File: config.mk
export PLATFORM = sky130hd
export DESIGN_NAME = dmem_portb_arbiter
export DESIGN_NICKNAME = d
export VERILOG_FILES = /design/src/rtl/dmem_portb_arbiter.sv
export SDC_FILE = /design/constraint.sdc
export NUM_CORES = 1
export LEC_CHECK = 0
export BUFFER_PORTS_ARGS = -buffer_cell sky130_fd_sc_hd__buf_2
export CAP_MARGIN = 20
export CORE_AREA = 2 2 514 516
export CTS_BUF_LIST = sky130_fd_sc_hd__clkbuf_2
export CTS_CLUSTER_SIZE = 14
export DETAILED_ROUTE_END_ITERATION = 6
export DIE_AREA = 0 0 516 518
export SLEW_MARGIN = 30
export SYNTH_ARGS = -nofsm -noshare
export SYNTH_HDL_FRONTEND = slang
export SYNTH_SLANG_ARGS = --single-unit
export TNS_END_PERCENT = 1
File: constraint.sdc
create_clock -name clk -period 2.35 [get_ports clk]
set_input_delay 0.705 -clock clk [delete_from_list [all_inputs] [get_ports clk]]
set_output_delay 0.705 -clock clk [all_outputs]
set_load 0.02 [all_outputs]
File: src/rtl/dmem_portb_arbiter.sv
// dmem_portb_arbiter
// ------------------
// Shares the wide DMEM port B between NUM_CH bus masters (ch0 = CCD writer,
// ch1 = accelerator, further channels for future DMA). Grants are given in
// round-robin order as bursts of up to MAX_BURST beats. Writes are suppressed
// while the CPU is halted. Read data is routed back to the issuing channel
// through a tag pipeline that matches the RAM read latency.
//
// Ports:
//   clk        in   system clock, rising edge
//   rst        in   synchronous active-high reset
//   req        in   [NUM_CH]         per-channel beat request
//   wr         in   [NUM_CH]         per-channel 1 = write beat, 0 = read beat
//   last       in   [NUM_CH]         per-channel final beat of a burst
//   addr       in   [NUM_CH*ADDR_W]  per-channel address, ch i at [i*ADDR_W +: ADDR_W]
//   wdata      in   [NUM_CH*DATA_W]  per-channel write data, packed like addr
//   halt       in   CPU halt, suppresses RAM writes
//   gnt        out  [NUM_CH]  beat accept, one-hot or zero
//   rvalid     out  [NUM_CH]  read data valid, one-hot or zero
//   rdata      out  [DATA_W]  read data broadcast to all channels
//   ram_addr   out  RAM address_b
//   ram_data   out  RAM data_b
//   ram_rden   out  RAM rden_b
//   ram_wren   out  RAM wren_b
//   ram_q      in   RAM q_b
//   wr_dropped out  sticky: a write beat was accepted while halt was high
module dmem_portb_arbiter #(
   parameter int NUM_CH    = 2,
   parameter int ADDR_W    = 7,
   parameter int DATA_W    = 256,
   parameter int RD_LAT    = 1,
   parameter int MAX_BURST = 8
) (
   input  logic                       clk,
   input  logic                       rst,
   input  logic [NUM_CH-1:0]          req,
   input  logic [NUM_CH-1:0]          wr,
   input  logic [NUM_CH-1:0]          last,
   input  logic [NUM_CH*ADDR_W-1:0]   addr,
   input  logic [NUM_CH*DATA_W-1:0]   wdata,
   input  logic                       halt,
   output logic [NUM_CH-1:0]          gnt,
   output logic [NUM_CH-1:0]          rvalid,
   output logic [DATA_W-1:0]          rdata,
   output logic [ADDR_W-1:0]          ram_addr,
   output logic [DATA_W-1:0]          ram_data,
   output logic                       ram_rden,
   output logic                       ram_wren,
   input  logic [DATA_W-1:0]          ram_q,
   output logic                       wr_dropped
);

   localparam int CH_W  = $clog2(NUM_CH);
   localparam int CNT_W = $clog2(MAX_BURST) + 1;

   typedef enum logic [0:0] {
      S_IDLE = 1'b0,
      S_BUSY = 1'b1
   } state_t;

   state_t              state;
   logic [CH_W-1:0]     ptr;
   logic [CH_W-1:0]     own;
   logic [CNT_W-1:0]    cnt;
   logic                wr_dropped_q;

   logic [RD_LAT-1:0]   pipe_vld;
   logic [CH_W-1:0]     pipe_tag [RD_LAT];

   logic                req_own;
   logic                wr_own;
   logic                last_own;
   logic                beat;
   logic                cnt_at_max;
   logic [CH_W-1:0]     own_next;
   logic [CH_W-1:0]     pick;
   logic                pick_found;
   logic                out_vld;

   // Owner-side views of the request bundle and the beat qualifier.
   // rst gates beat so that every output is quiet during a reset cycle.
   assign req_own    = req[own];
   assign wr_own     = wr[own];
   assign last_own   = last[own];
   assign beat       = (state == S_BUSY) && req_own && !rst;
   assign cnt_at_max = (cnt == CNT_W'(MAX_BURST - 1));
   assign own_next   = (own == CH_W'(NUM_CH - 1)) ? '0 : own + 1'b1;

   // Round-robin search: first requester at ptr, ptr+1, ... modulo NUM_CH.
   always_comb begin
      pick       = '0;
      pick_found = 1'b0;
      for (int k = 0; k < NUM_CH; k++) begin
         pick       = (!pick_found && req[(int'(ptr) + k) % NUM_CH])
                      ? CH_W'((int'(ptr) + k) % NUM_CH) : pick;
         pick_found = pick_found | req[(int'(ptr) + k) % NUM_CH];
      end
   end

   // Grant and RAM port drive; everything is zero outside a beat.
   always_comb begin
      gnt      = '0;
      ram_addr = '0;
      ram_data = '0;
      ram_rden = 1'b0;
      ram_wren = 1'b0;
      if (beat) begin
         gnt[own] = 1'b1;
         ram_addr = addr[int'(own)*ADDR_W +: ADDR_W];
         ram_data = wdata[int'(own)*DATA_W +: DATA_W];
         ram_rden = !wr_own;
         ram_wren = wr_own && !halt;
      end else begin
         gnt      = '0;
      end
   end

   // Arbitration state machine: owner selection, burst counting, release.
   // A single release path covers last and burst-limit together, so ptr
   // advances only once even when both hold in the same beat.
   always_ff @(posedge clk) begin
      if (rst) begin
         state        <= S_IDLE;
         ptr          <= '0;
         own          <= '0;
         cnt          <= '0;
         wr_dropped_q <= 1'b0;
      end else begin
         case (state)
            S_IDLE: begin
               if (pick_found) begin
                  state <= S_BUSY;
                  own   <= pick;
                  cnt   <= '0;
               end
            end
            S_BUSY: begin
               if (!req_own || (beat && (last_own || cnt_at_max))) begin
                  state <= S_IDLE;
                  ptr   <= own_next;
               end else if (beat) begin
                  cnt   <= cnt + 1'b1;
               end
            end
            default: begin
               state <= S_IDLE;
            end
         endcase
         if (beat && wr_own && halt) begin
            wr_dropped_q <= 1'b1;
         end
      end
   end

   // Read-return tag pipeline, one stage per RAM latency cycle.
   // Reset empties it, so reads in flight at reset never return.
   always_ff @(posedge clk) begin
      if (rst) begin
         pipe_vld <= '0;
         for (int i = 0; i < RD_LAT; i++) begin
            pipe_tag[i] <= '0;
         end
      end else begin
         pipe_vld[0] <= beat && !wr_own;
         pipe_tag[0] <= own;
         for (int i = 1; i < RD_LAT; i++) begin
            pipe_vld[i] <= pipe_vld[i-1];
            pipe_tag[i] <= pipe_tag[i-1];
         end
      end
   end

   assign out_vld = pipe_vld[RD_LAT-1] && !rst;

   // Decode the exiting tag into the per-channel read-valid strobe.
   always_comb begin
      rvalid = '0;
      for (int i = 0; i < NUM_CH; i++) begin
         rvalid[i] = out_vld && (pipe_tag[RD_LAT-1] == CH_W'(i));
      end
   end

   assign rdata      = rst ? '0 : ram_q;
   assign wr_dropped = wr_dropped_q && !rst;

endmodule

==> run_results.csv, run 1 <==
group,metric,value,unit
synth,yosys_most_used_dff,"dfxtp_1",
layout,fill_cells,30810,
sta,setup-tns-final,-141320,ps
sta,slew_viol_final,0,
worst_setup_path,cp_cell_sequence,"buf_12 > nand2b_4 > nor3_4 > buf_12 > buf_16 > buf_16 > buf_6 > a22o_4 > buf_6",
grt,grtUsageTotal,15.47,%
synth,ys_seq_elements,10,
routing,first_pass_iters,5,
synth,synth_edf_count,0,
worst_setup_path,critPathBufInv,6,
placement,dp_hpwl,208000,um
grt,grt_pass1_vias,12420,
worst_setup_path,worstPathRequired,1640,ps
job,cap_violations,0,
placement,placed_cells,5515,
placement,portBuffers,1316,
worst_setup_path,worstSetupStartpointType,"input port",
floorplan,num_rows,188,
sta,max-slew-margin-rel,69.32,%
floorplan,start_util,1.885,%
synth,synth_nets,1460,
layout,instances_no_fill,5642,
worst_setup_path,critPathMaxStageDelay,230,ps
worst_setup_path,critPathMaxFanout,8,
worst_setup_path,setup.worst_path.class,"in -> out",
hold_path,min_path_type,"reg -> reg",
grt,overflow,0,
clock_tree,cts_sinks,10,
worst_setup_path,path_delay_family,"buffers and inverters",
status,status,"finished, violations left",
layout,post_route_cells_drive_above_1_share,78.00,%
sta,rsz0062_at_grt,"yes",
routing,ant_nets,0,
floorplan,ios,1317,
routing,drt_iter0_drc,797,
floorplan,dieWidth,516,um
routing,wl_per_cell,38.78,um
synth,ys_warn_count,0,
synth,synthArstFlopShare,0,%
grt,grt_first_pass_wirelength,241600,um
power_and_ir_drop,total_power,0.003897,W
clock_tree,cts-root-buf,"clkbuf_2",
grt,grt_max_degree,118,
worst_setup_path,arrival,2220,ps
layout,final_nets,2807,
routing,routed_wl,218800,um
routing,via_per_inst,2.478,
layout,area_growth,335.2,%
synth,syn_area_per_cell,7.380,um2
sta,tightest_slew,460.2,ps
sta,finalSetupViolCount,460,
power_and_ir_drop,power.static_leakage,9.460,nW
synth,ys_seq_area_share,4.061,%
sta,fin_ws,-578.9,ps
floorplan,die_area,267300,um2
routing,route.vias.total,13980,
layout,finalCoreUtilization,8.202,%
worst_setup_path,critPathSlowestCell,"a22o_4",
sta,max_freq,341.4,MHz
clock_tree,ctsHoldBuffers,0,
sta,min_period,2929,ps
sta,fin_crit_sh,124.6,%
power_and_ir_drop,power.density,181.6,nW/um2
power_and_ir_drop,ir_worst_vdd,0.00008378,V
synth,ys_types,33,
routing,drc_errors,0,
clock_tree,path_clk_slew,130,ps
placement,place_congestion,1.011,
sta,finalHoldViolations,0,
synth,syn_area,4930,um2
clock_tree,cts_made_buffers,3,
sta,skew,6.971,ps
synth,syn_inst,668,
worst_setup_path,end_kind,"output pin",
grt,antenna_found_initial,340,
clock_tree,clk_latency,270,ps
floorplan,core_area,261600,um2
floorplan,die_h,518,um
status,violations,"setup timing",
clock_tree,cts_tree,"built",
clock_tree,clockBufferDepth,2,
clock_tree,cts_max_level,1,
worst reg2reg max path, stage by stage (launching register included):
cell,delay [ps]
dfxtp_2,390
buf_6,150
mux2i_1,140
buf_4,170
o41a_1,490
o21ai_0,200
a21oi_1,80
cells in the mapped netlist (2+ instances only):
cell type | count | share of area [%]
and3b_1 | 2 | 0.36
buf_6 | 11 | 2.5
nor3_1 | 2 | 0.20
a31oi_1 | 3 | 0.38
dfxtp_1 | 10 | 4.1
a22o_1 | 263 | 47
buf_4 | 2 | 0.30
nor2b_1 | 259 | 33
clkbuf_1 | 28 | 2.1
o21ai_0 | 5 | 0.51
nand2_1 | 5 | 0.38
inv_1 | 2 | 0.15
nand3_1 | 3 | 0.30
a21oi_1 | 2 | 0.20
nor2_1 | 7 | 0.53
buf_2 | 47 | 4.8
cells by family after synthesis:
kind of cell / Yosys count / synth area share, %
compound gates: 277 / 48.55
fa+ha+maj: 1 / 0.2538
simple gates: 286 / 36.45
mux: 3 / 0.7359
buf+inv: 91 / 9.949
flops: 10 / 4.061
path summary, 6_finish.rpt:
| kind | from | slack [ps] | cells past startpoint | end |
|---|---|---|---|---|
| worst max-delay path | rst | -580 | 9 | ram_data[123] |
| worst max register to register | own | 640 | 6 | cnt[2] |
| worst min-delay path | wr_dropped_q | 500 | 2 | wr_dropped_q |
| worst min register to register | wr_dropped_q | 500 | 2 | wr_dropped_q |
layout make-up:
| cell class | instances | area [um2] | area share, % |
|---|---|---|---|
| clock inverter | 1 | 3.754 | 0.01750 |
| sequential | 10 | 201.4 | 0.9389 |
| clock buffer | 3 | 15.01 | 0.06998 |
| tap | 3515 | 4398 | 20.50 |
| inverter | 2 | 7.507 | 0.03499 |
| timing repair buffer | 1431 | 11340 | 52.85 |
| multi-input combinational | 567 | 5207 | 24.27 |
| antenna | 113 | 282.8 | 1.318 |
metal layers:
metal	up-vias	global-route usage (%)	wire, um
li1	5326	-	-
met1	6187	14.01	67390
met2	1596	26.20	100700
met3	708	12.63	40650
met4	166	4.034	8874
met5	-	0	1126
where the power goes:
part | switching, W | total, W | leakage, nW | internal [W]
sequential | 0.00000708 | 0.000184 | 0.0818 | 0.000177
combinational | 0.00205 | 0.00360 | 9.36 | 0.00155
clock | 0.0000730 | 0.000110 | 0.0147 | 0.0000370
cell usage in the layout (no fill, tap or decap), drive strengths merged:
cell type,synthesis,routed
a2111oi,1,1
a21oi,3,3
a22o,263,263
a31oi,3,3
and3b,2,2
buf,61,1400
clkbuf,28,34
clkinv,0,1
dfxtp,10,10
diode,0,113
ha,1,1
inv,2,2
mux2,2,2
mux2i,1,1
nand2,5,5
nand2b,1,1
nand3,3,3
nand3b,2,2
nand4b,1,1
nor2,8,8
nor2b,259,259
nor3,3,3
nor3b,1,1
o21ai,5,5
o21bai,1,1
o41a,1,1
or3b,1,1
repair_timing:
action / in CTS / in global routing
endpoints found under the setup margin: 505 / 522
pin swaps: 93 / 57
setup buffers: 1 / 4
gates cloned: 0 / 5
resized for setup: 354 / 203
sequential cells by signal, indices dropped and copies added (netlist names):
register,flops
own,1
state,1
ptr,1
cnt,4
pipe_vld,1
wr_dropped_q,1
pipe_tag,1
stage by stage:
stage	instance area (um2)	setup WS (ps)	hold WS [ps]
after CTS	20190	-639.9	512.9
final	21450	-578.9	504.8
after global placement	18840	-975.7	485.5
after detailed placement	18840	-958.1	486.0
after global routing	21360	-639.8	529.7
after floorplan	5060	-160.4	429.0
Power figures use the tool's default switching activity.
==> run 2: changes to the inputs <==
--- a/config.mk
+++ b/config.mk
@@ -12,6 +12,7 @@
 export CTS_CLUSTER_SIZE = 14
 export DETAILED_ROUTE_END_ITERATION = 6
 export DIE_AREA = 0 0 516 518
+export PLACE_DENSITY = 0.3
 export SLEW_MARGIN = 30
 export SYNTH_ARGS = -nofsm -noshare
 export SYNTH_HDL_FRONTEND = slang
==> run 2 against run 1 <==
Compared with the run above:
- the flow still finishes with violations (setup timing)
- non-clock buffer count increased by 14
- sequential power increased by 2%
- setup slack got worse by 75 ps
- clock power increased by 41%
- register-to-register slack got worse by 20 ps
- combinational power increased by 3%
- cell count decreased by 0.51%
- sequential share of layout area about the same
- largest cell class unchanged
- largest power group unchanged
==> run_results.csv, run 2 (synthesis gave the netlist of run 1 again) <==
group,metric,value,unit
status,status,"finished, violations left",
status,violations,"setup timing",
sta,tightest_slew,563.4,ps
job,cap_violations,0,
power_and_ir_drop,combinationalPowerShare,91.5,%
power_and_ir_drop,power.density,185.4,nW/um2
worst_setup_path,worstPathRequired,1640,ps
worst_setup_path,end_kind,"output pin",
floorplan,core_area,261600,um2
sta,finalHoldViolations,0,
grt,grtUsageTotal,13.65,%
worst_setup_path,critPathSlowestCell,"a22o_4",
sta,setup-tns-final,-145450,ps
clock_tree,cts_max_level,1,
worst_setup_path,critPathMaxFanout,8,
layout,largest-register,"cnt",
placement,place_congestion,1.014,
grt,overflow,0,
grt,antenna_found_initial,262,
clock_tree,path_clk_slew,200,ps
floorplan,dieWidth,516,um
clock_tree,clk_latency,400,ps
routing,wl_per_cell,34.51,um
power_and_ir_drop,clockPowerShare,3.8,%
routing,drc_errors,0,
sta,finalSetupViolCount,443,
routing,drt_iter0_drc,611,
routing,route.vias.total,13260,
layout,layout_commonest_cell,"buf_2",
routing,ant_nets,0,
clock_tree,cts_made_buffers,3,
floorplan,die_area,267300,um2
sta,hold-worst-slack,505.2,ps
power_and_ir_drop,ir_worst_vdd,0.00009519,V
worst_setup_path,worstSetupStartpointType,"input port",
grt,grt_first_pass_wirelength,217700,um
clock_tree,cts_sinks,10,
layout,area_growth,344.0,%
routing,routed_wl,193700,um
clock_tree,ctsHoldBuffers,0,
power_and_ir_drop,p_sw_share,55.50,%
floorplan,num_rows,188,
power_and_ir_drop,p_seq_share,4.6,%
sta,skew,41.60,ps
power_and_ir_drop,power.static_leakage,9.853,nW
sta,max_freq,332.9,MHz
sta,fin_ws,-654.3,ps
placement,portBuffers,1316,
floorplan,die_h,518,um
floorplan,start_util,1.885,%
hold_path,min_path_type,"reg -> reg",
layout,final_cell_mix,"buf_2, nor2b_1, buf_6, a22o_4, buf_12",
sta,slew_viol_final,0,
sta,fin_crit_sh,127.8,%
worst_setup_path,setup.worst_path.class,"in -> out",
power_and_ir_drop,total_power,0.004058,W
layout,final_nets,2821,
placement,placed_area,18400,um2
placement,dp_hpwl,180400,um
grt,grt_pass1_vias,12810,
worst_setup_path,cp_cell_sequence,"buf_12 > nand2b_4 > nor3_4 > buf_12 > buf_16 > buf_16 > clkbuf_16 > a22o_4 > buf_6",
sta,max-slew-margin-rel,62.27,%
layout,post_route_cells_drive_above_1_share,80.18,%
power_and_ir_drop,p_switching,0.002252,W
routing,via_per_inst,2.362,
clock_tree,clockBufferDepth,2,
worst_setup_path,arrival,2300,ps
clock_tree,cts_tree,"built",
clock_tree,cts-root-buf,"clkbuf_2",
power_and_ir_drop,intPower,0.001805,W
grt,grt_max_degree,119,
sta,min_period,3004,ps
layout,largest_reg_flops,4,
layout,fin_area,21890,um2
sta,rsz0062_at_grt,"yes",
floorplan,ios,1317,
routing,first_pass_iters,4,
worst_setup_path,critPathMaxStageDelay,230,ps
==> run 2: metal layers <==
| metal | vias to the layer above | GRT usage, % | share of wire, % |
|---|---|---|---|
| met1 | 6048 | 14.90 | 37 |
| met4 | 98 | 3.478 | 3.6 |
| li1 | 5311 | - | - |
| met2 | 1347 | 22.08 | 44 |
| met5 | - | 0 | 0.35 |
| met3 | 455 | 8.389 | 15 |
==> run 2: worst paths after layout <==
kind	start	end	slack (ps)	depth (start not counted)
setup reg to reg	own	cnt[2]	620	6
hold / removal	wr_dropped_q	wr_dropped_q	510	2
hold reg to reg	wr_dropped_q	wr_dropped_q	510	2
setup / recovery	rst	ram_data[27]	-650	9
==> run 2: power by group through the flow <==
stage                     sequential, W  combinational (W)  clock (W)
final                          0.000188            0.00371   0.000155
after global routing           0.000190            0.00394   0.000176
after CTS                      0.000190            0.00369   0.000194
after detailed placement       0.000192            0.00336          0
after global placement         0.000192            0.00339          0
after floorplan                0.000188           0.000981          0
==> run 2: stage by stage <==
stage | cells | util, % | worst slack, ps
after global routing | 5587 | 8.342 | -697.3
after CTS | 5531 | 7.905 | -734.0
after detailed placement | 5518 | 7.033 | -984.4
after global placement | 5518 | 7.033 | -1045
final | 5613 | 8.367 | -654.3
after floorplan | 668 | - | -160.4
==> run 2: worst max-delay path, delay by kind of cell <==
| family | cells | cell delay [ps] |
|---|---|---|
| AND/OR/NAND/NOR | 2 | 320 |
| AO/OA/AOI/OAI | 1 | 230 |
| buffers and inverters | 6 | 960 |
==> run 2: final cells by class <==
cell class              count  area [um2]
diodes                     70       175.2
clock buffers               3       15.01
clock inverters             1       3.754
fillers                 30770      239700
inverters                   2       7.507
multi-input cells         567        5614
flip-flops and latches     10       203.9
well taps                3515        4398
repair buffers           1445       11470
==> run 2: repair_timing <==
| action | in CTS | in global routing |
|---|---|---|
| pin swaps | 124 | 101 |
| setup buffers | 5 | 3 |
| endpoints found under the setup margin | 489 | 526 |
| gates resized for setup | 514 | 219 |
| gates cloned | 4 | 9 |
==> run 3: changes to the inputs <==
--- a/config.mk
+++ b/config.mk
@@ -7,11 +7,13 @@
 export LEC_CHECK = 0
 export BUFFER_PORTS_ARGS = -buffer_cell sky130_fd_sc_hd__buf_2
 export CAP_MARGIN = 20
-export CORE_AREA = 2 2 514 516
+export CELL_PAD_IN_SITES_DETAIL_PLACEMENT = 1
+export CELL_PAD_IN_SITES_GLOBAL_PLACEMENT = 2
+export CORE_AREA = 2 2 511 513
 export CTS_BUF_LIST = sky130_fd_sc_hd__clkbuf_2
 export CTS_CLUSTER_SIZE = 14
 export DETAILED_ROUTE_END_ITERATION = 6
-export DIE_AREA = 0 0 516 518
+export DIE_AREA = 0 0 513 515
 export PLACE_DENSITY = 0.3
 export SLEW_MARGIN = 30
 export SYNTH_ARGS = -nofsm -noshare
==> run 3 against run 2 <==
Compared with the run above:
- the run still ends with setup timing left
- power is 9.8% lower
- combinational power is 10% lower
- via count is 0.88% lower
- largest cell class unchanged
- critical path depth is 1 lower
- sequential power hardly changed
- clock-buffer cell count stayed put
- clock power is 7% lower
- routed wire length is 15% lower
- first-iteration DRC count is 50% higher
==> run_results.csv, run 3 (synthesis gave the netlist of run 1 again) <==
group,metric,value,unit
worst_setup_path,r2r_slack,530,ps
power_and_ir_drop,total_power,0.003662,W
hold_path,worstHoldStart,"cnt[1]",
floorplan,core_area,258500,um2
power_and_ir_drop,power.density,176.3,nW/um2
layout,largest_reg_flops,4,
layout,instances_no_fill,5483,
layout,post_route_cells_drive_above_1_share,78.46,%
clock_tree,cts_made_buffers,3,
status,violations,"setup timing",
sta,finalSetupViolCount,435,
sta,rsz0062_at_grt,"yes",
worst_setup_path,setup.worst_path.class,"in -> out",
floorplan,start_util,1.907,%
routing,via_per_inst,2.397,
clock_tree,path_clk_slew,180,ps
grt,grt_max_degree,90,
routing,drc_errors,0,
status,status,"finished, violations left",
grt,grtUsageTotal,11.63,%
clock_tree,clockBufferDepth,2,
grt,grt_pass1_vias,12630,
grt,use_met2,18.36,%
routing,wl_per_cell,30.15,um
hold_path,hold_depth,2,
worst_setup_path,rr_endpoint,"cnt[2]",
clock_tree,cts_max_level,1,
routing,routed_wl,165300,um
sta,fin_ws,-515.1,ps
placement,dp_hpwl,153000,um
layout,area_growth,321.4,%
clock_tree,cts_sinks,10,
sta,tightest_slew,505.0,ps
clock_tree,clk_latency,350,ps
worst_setup_path,reg2reg_from,"own",
worst_setup_path,setup.worst_path.start,"rst",
sta,min_period,2865,ps
floorplan,die_area,264200,um2
sta,skew,16.62,ps
routing,first_pass_iters,5,
worst_setup_path,worstPathRequired,1640,ps
placement,place_congestion,0.9285,
sta,finalHoldViolations,0,
sta,max_freq,349.0,MHz
worst_setup_path,worstSetupStartpointType,"input port",
grt,antenna_found_initial,247,
routing,route.vias.total,13140,
layout,largest-register,"cnt",
layout,final_nets,2808,
grt,grt_first_pass_wirelength,188200,um
placement,portBuffers,1316,
placement,placed_cells,5382,
job,cap_violations,0,
layout,final_cell_mix,"buf_2, nor2b_1, buf_6, buf_4, a22o_1",
floorplan,num_rows,187,
clock_tree,cts_tree,"built",
worst_setup_path,critPathMaxFanout,19,
clock_tree,cts-root-buf,"clkbuf_2",
grt,use_met1,13.60,%
sta,slew_viol_final,0,
routing,ant_nets,0,
hold_path,hold_end,"cnt[1]",
floorplan,ios,1317,
layout,finalCoreUtilization,8.035,%
power_and_ir_drop,ir_worst_vdd,0.00008651,V
hold_path,min_path_type,"reg -> reg",
worst_setup_path,r2r.worst_path.cells,7,
layout,layout_commonest_cell,"buf_2",
worst_setup_path,arrival,2160,ps
power_and_ir_drop,power.static_leakage,9.359,nW
sta,fin_crit_sh,121.9,%
grt,overflow,0,
grt,met3_usage,6.964,%
grt,top_usage_layer,"met2",
routing,drt_iter0_drc,916,
floorplan,die_h,515,um
sta,max-slew-margin-rel,66.33,%
worst_setup_path,end_kind,"output pin",
floorplan,dieWidth,513,um
==> run 3: cell types whose count changed in the layout (fill, tap and decap cells not counted), moves of 24 or more <==
cell / before / now
a22o_4: 147 / 96
buf_4: 133 / 185
nor2b_2: 13 / 37
buf_12: 146 / 78
a22o_1: 114 / 167
buf_2: 940 / 909
buf_6: 174 / 213
nor2b_1: 245 / 221
==> run 3: metal layers <==
layer / vias up / share of wire (%)
met1: 6009 / 39
met2: 1305 / 44
met5: - / 0.48
met3: 412 / 15
met4: 120 / 2.2
li1: 5296 / -
==> run 3: report_power, final <==
| group | internal (W) | switching [W] |
|---|---|---|
| clock network | 0.0000368 | 0.000108 |
| logic | 0.00149 | 0.00184 |
| registers | 0.000177 | 0.00000855 |
==> run 3: timing repair <==
| item | 4_1_cts | 5_1_grt |
|---|---|---|
| gates cloned | 5 | 13 |
| hold endpoints to repair | 0 | 0 |
| hold buffers | 0 | 0 |
| setup endpoints to repair | 474 | 502 |
| pin swaps | 41 | 100 |
| setup buffers | 7 | 7 |
| resized for setup | 393 | 383 |
==> run 3: per-stage QoR <==
| stage | hold slack, ps | cell area [um2] | setup slack (ps) | setup TNS, ps |
|---|---|---|---|---|
| after floorplan | 429.0 | 5060 | -160.4 | -37830 |
| after global placement | 486.3 | 17240 | -903.9 | -207020 |
| after detailed placement | 491.1 | 17240 | -882.6 | -208430 |
| after CTS | 516.4 | 18890 | -569.4 | -142110 |
| after global routing | 543.5 | 20650 | -568.3 | -157420 |
| final | 510.2 | 20770 | -515.1 | -129140 |
==> run 3: cell type report <==
cell class              instances  area [um2]
inverters                       2       7.507
clock buffers                   3       15.01
well taps                    3402        4257
clock inverters                 1       3.754
repair buffers               1432       10910
fillers                     30910      237800
multi-input cells             567        5209
flip-flops and latches         10       203.9
diodes                         66       165.2
==> run 3: worst max-delay path by stage <==
stage | to | slack [ps]
global route | ram_data[48] | -570
floorplan | ram_data[186] | -160
detailed placement | ram_data[14] | -880
finish | ram_data[87] | -520
global placement | ram_data[14] | -900
CTS | ram_data[240] | -570
==> run 3: critical path, stage by stage <==
cell and delay [ps]:
buf_12 110, nand2b_4 160, nor3_4 190, buf_12 180, buf_16 180, buf_16 190
a22o_1 230, buf_4 160
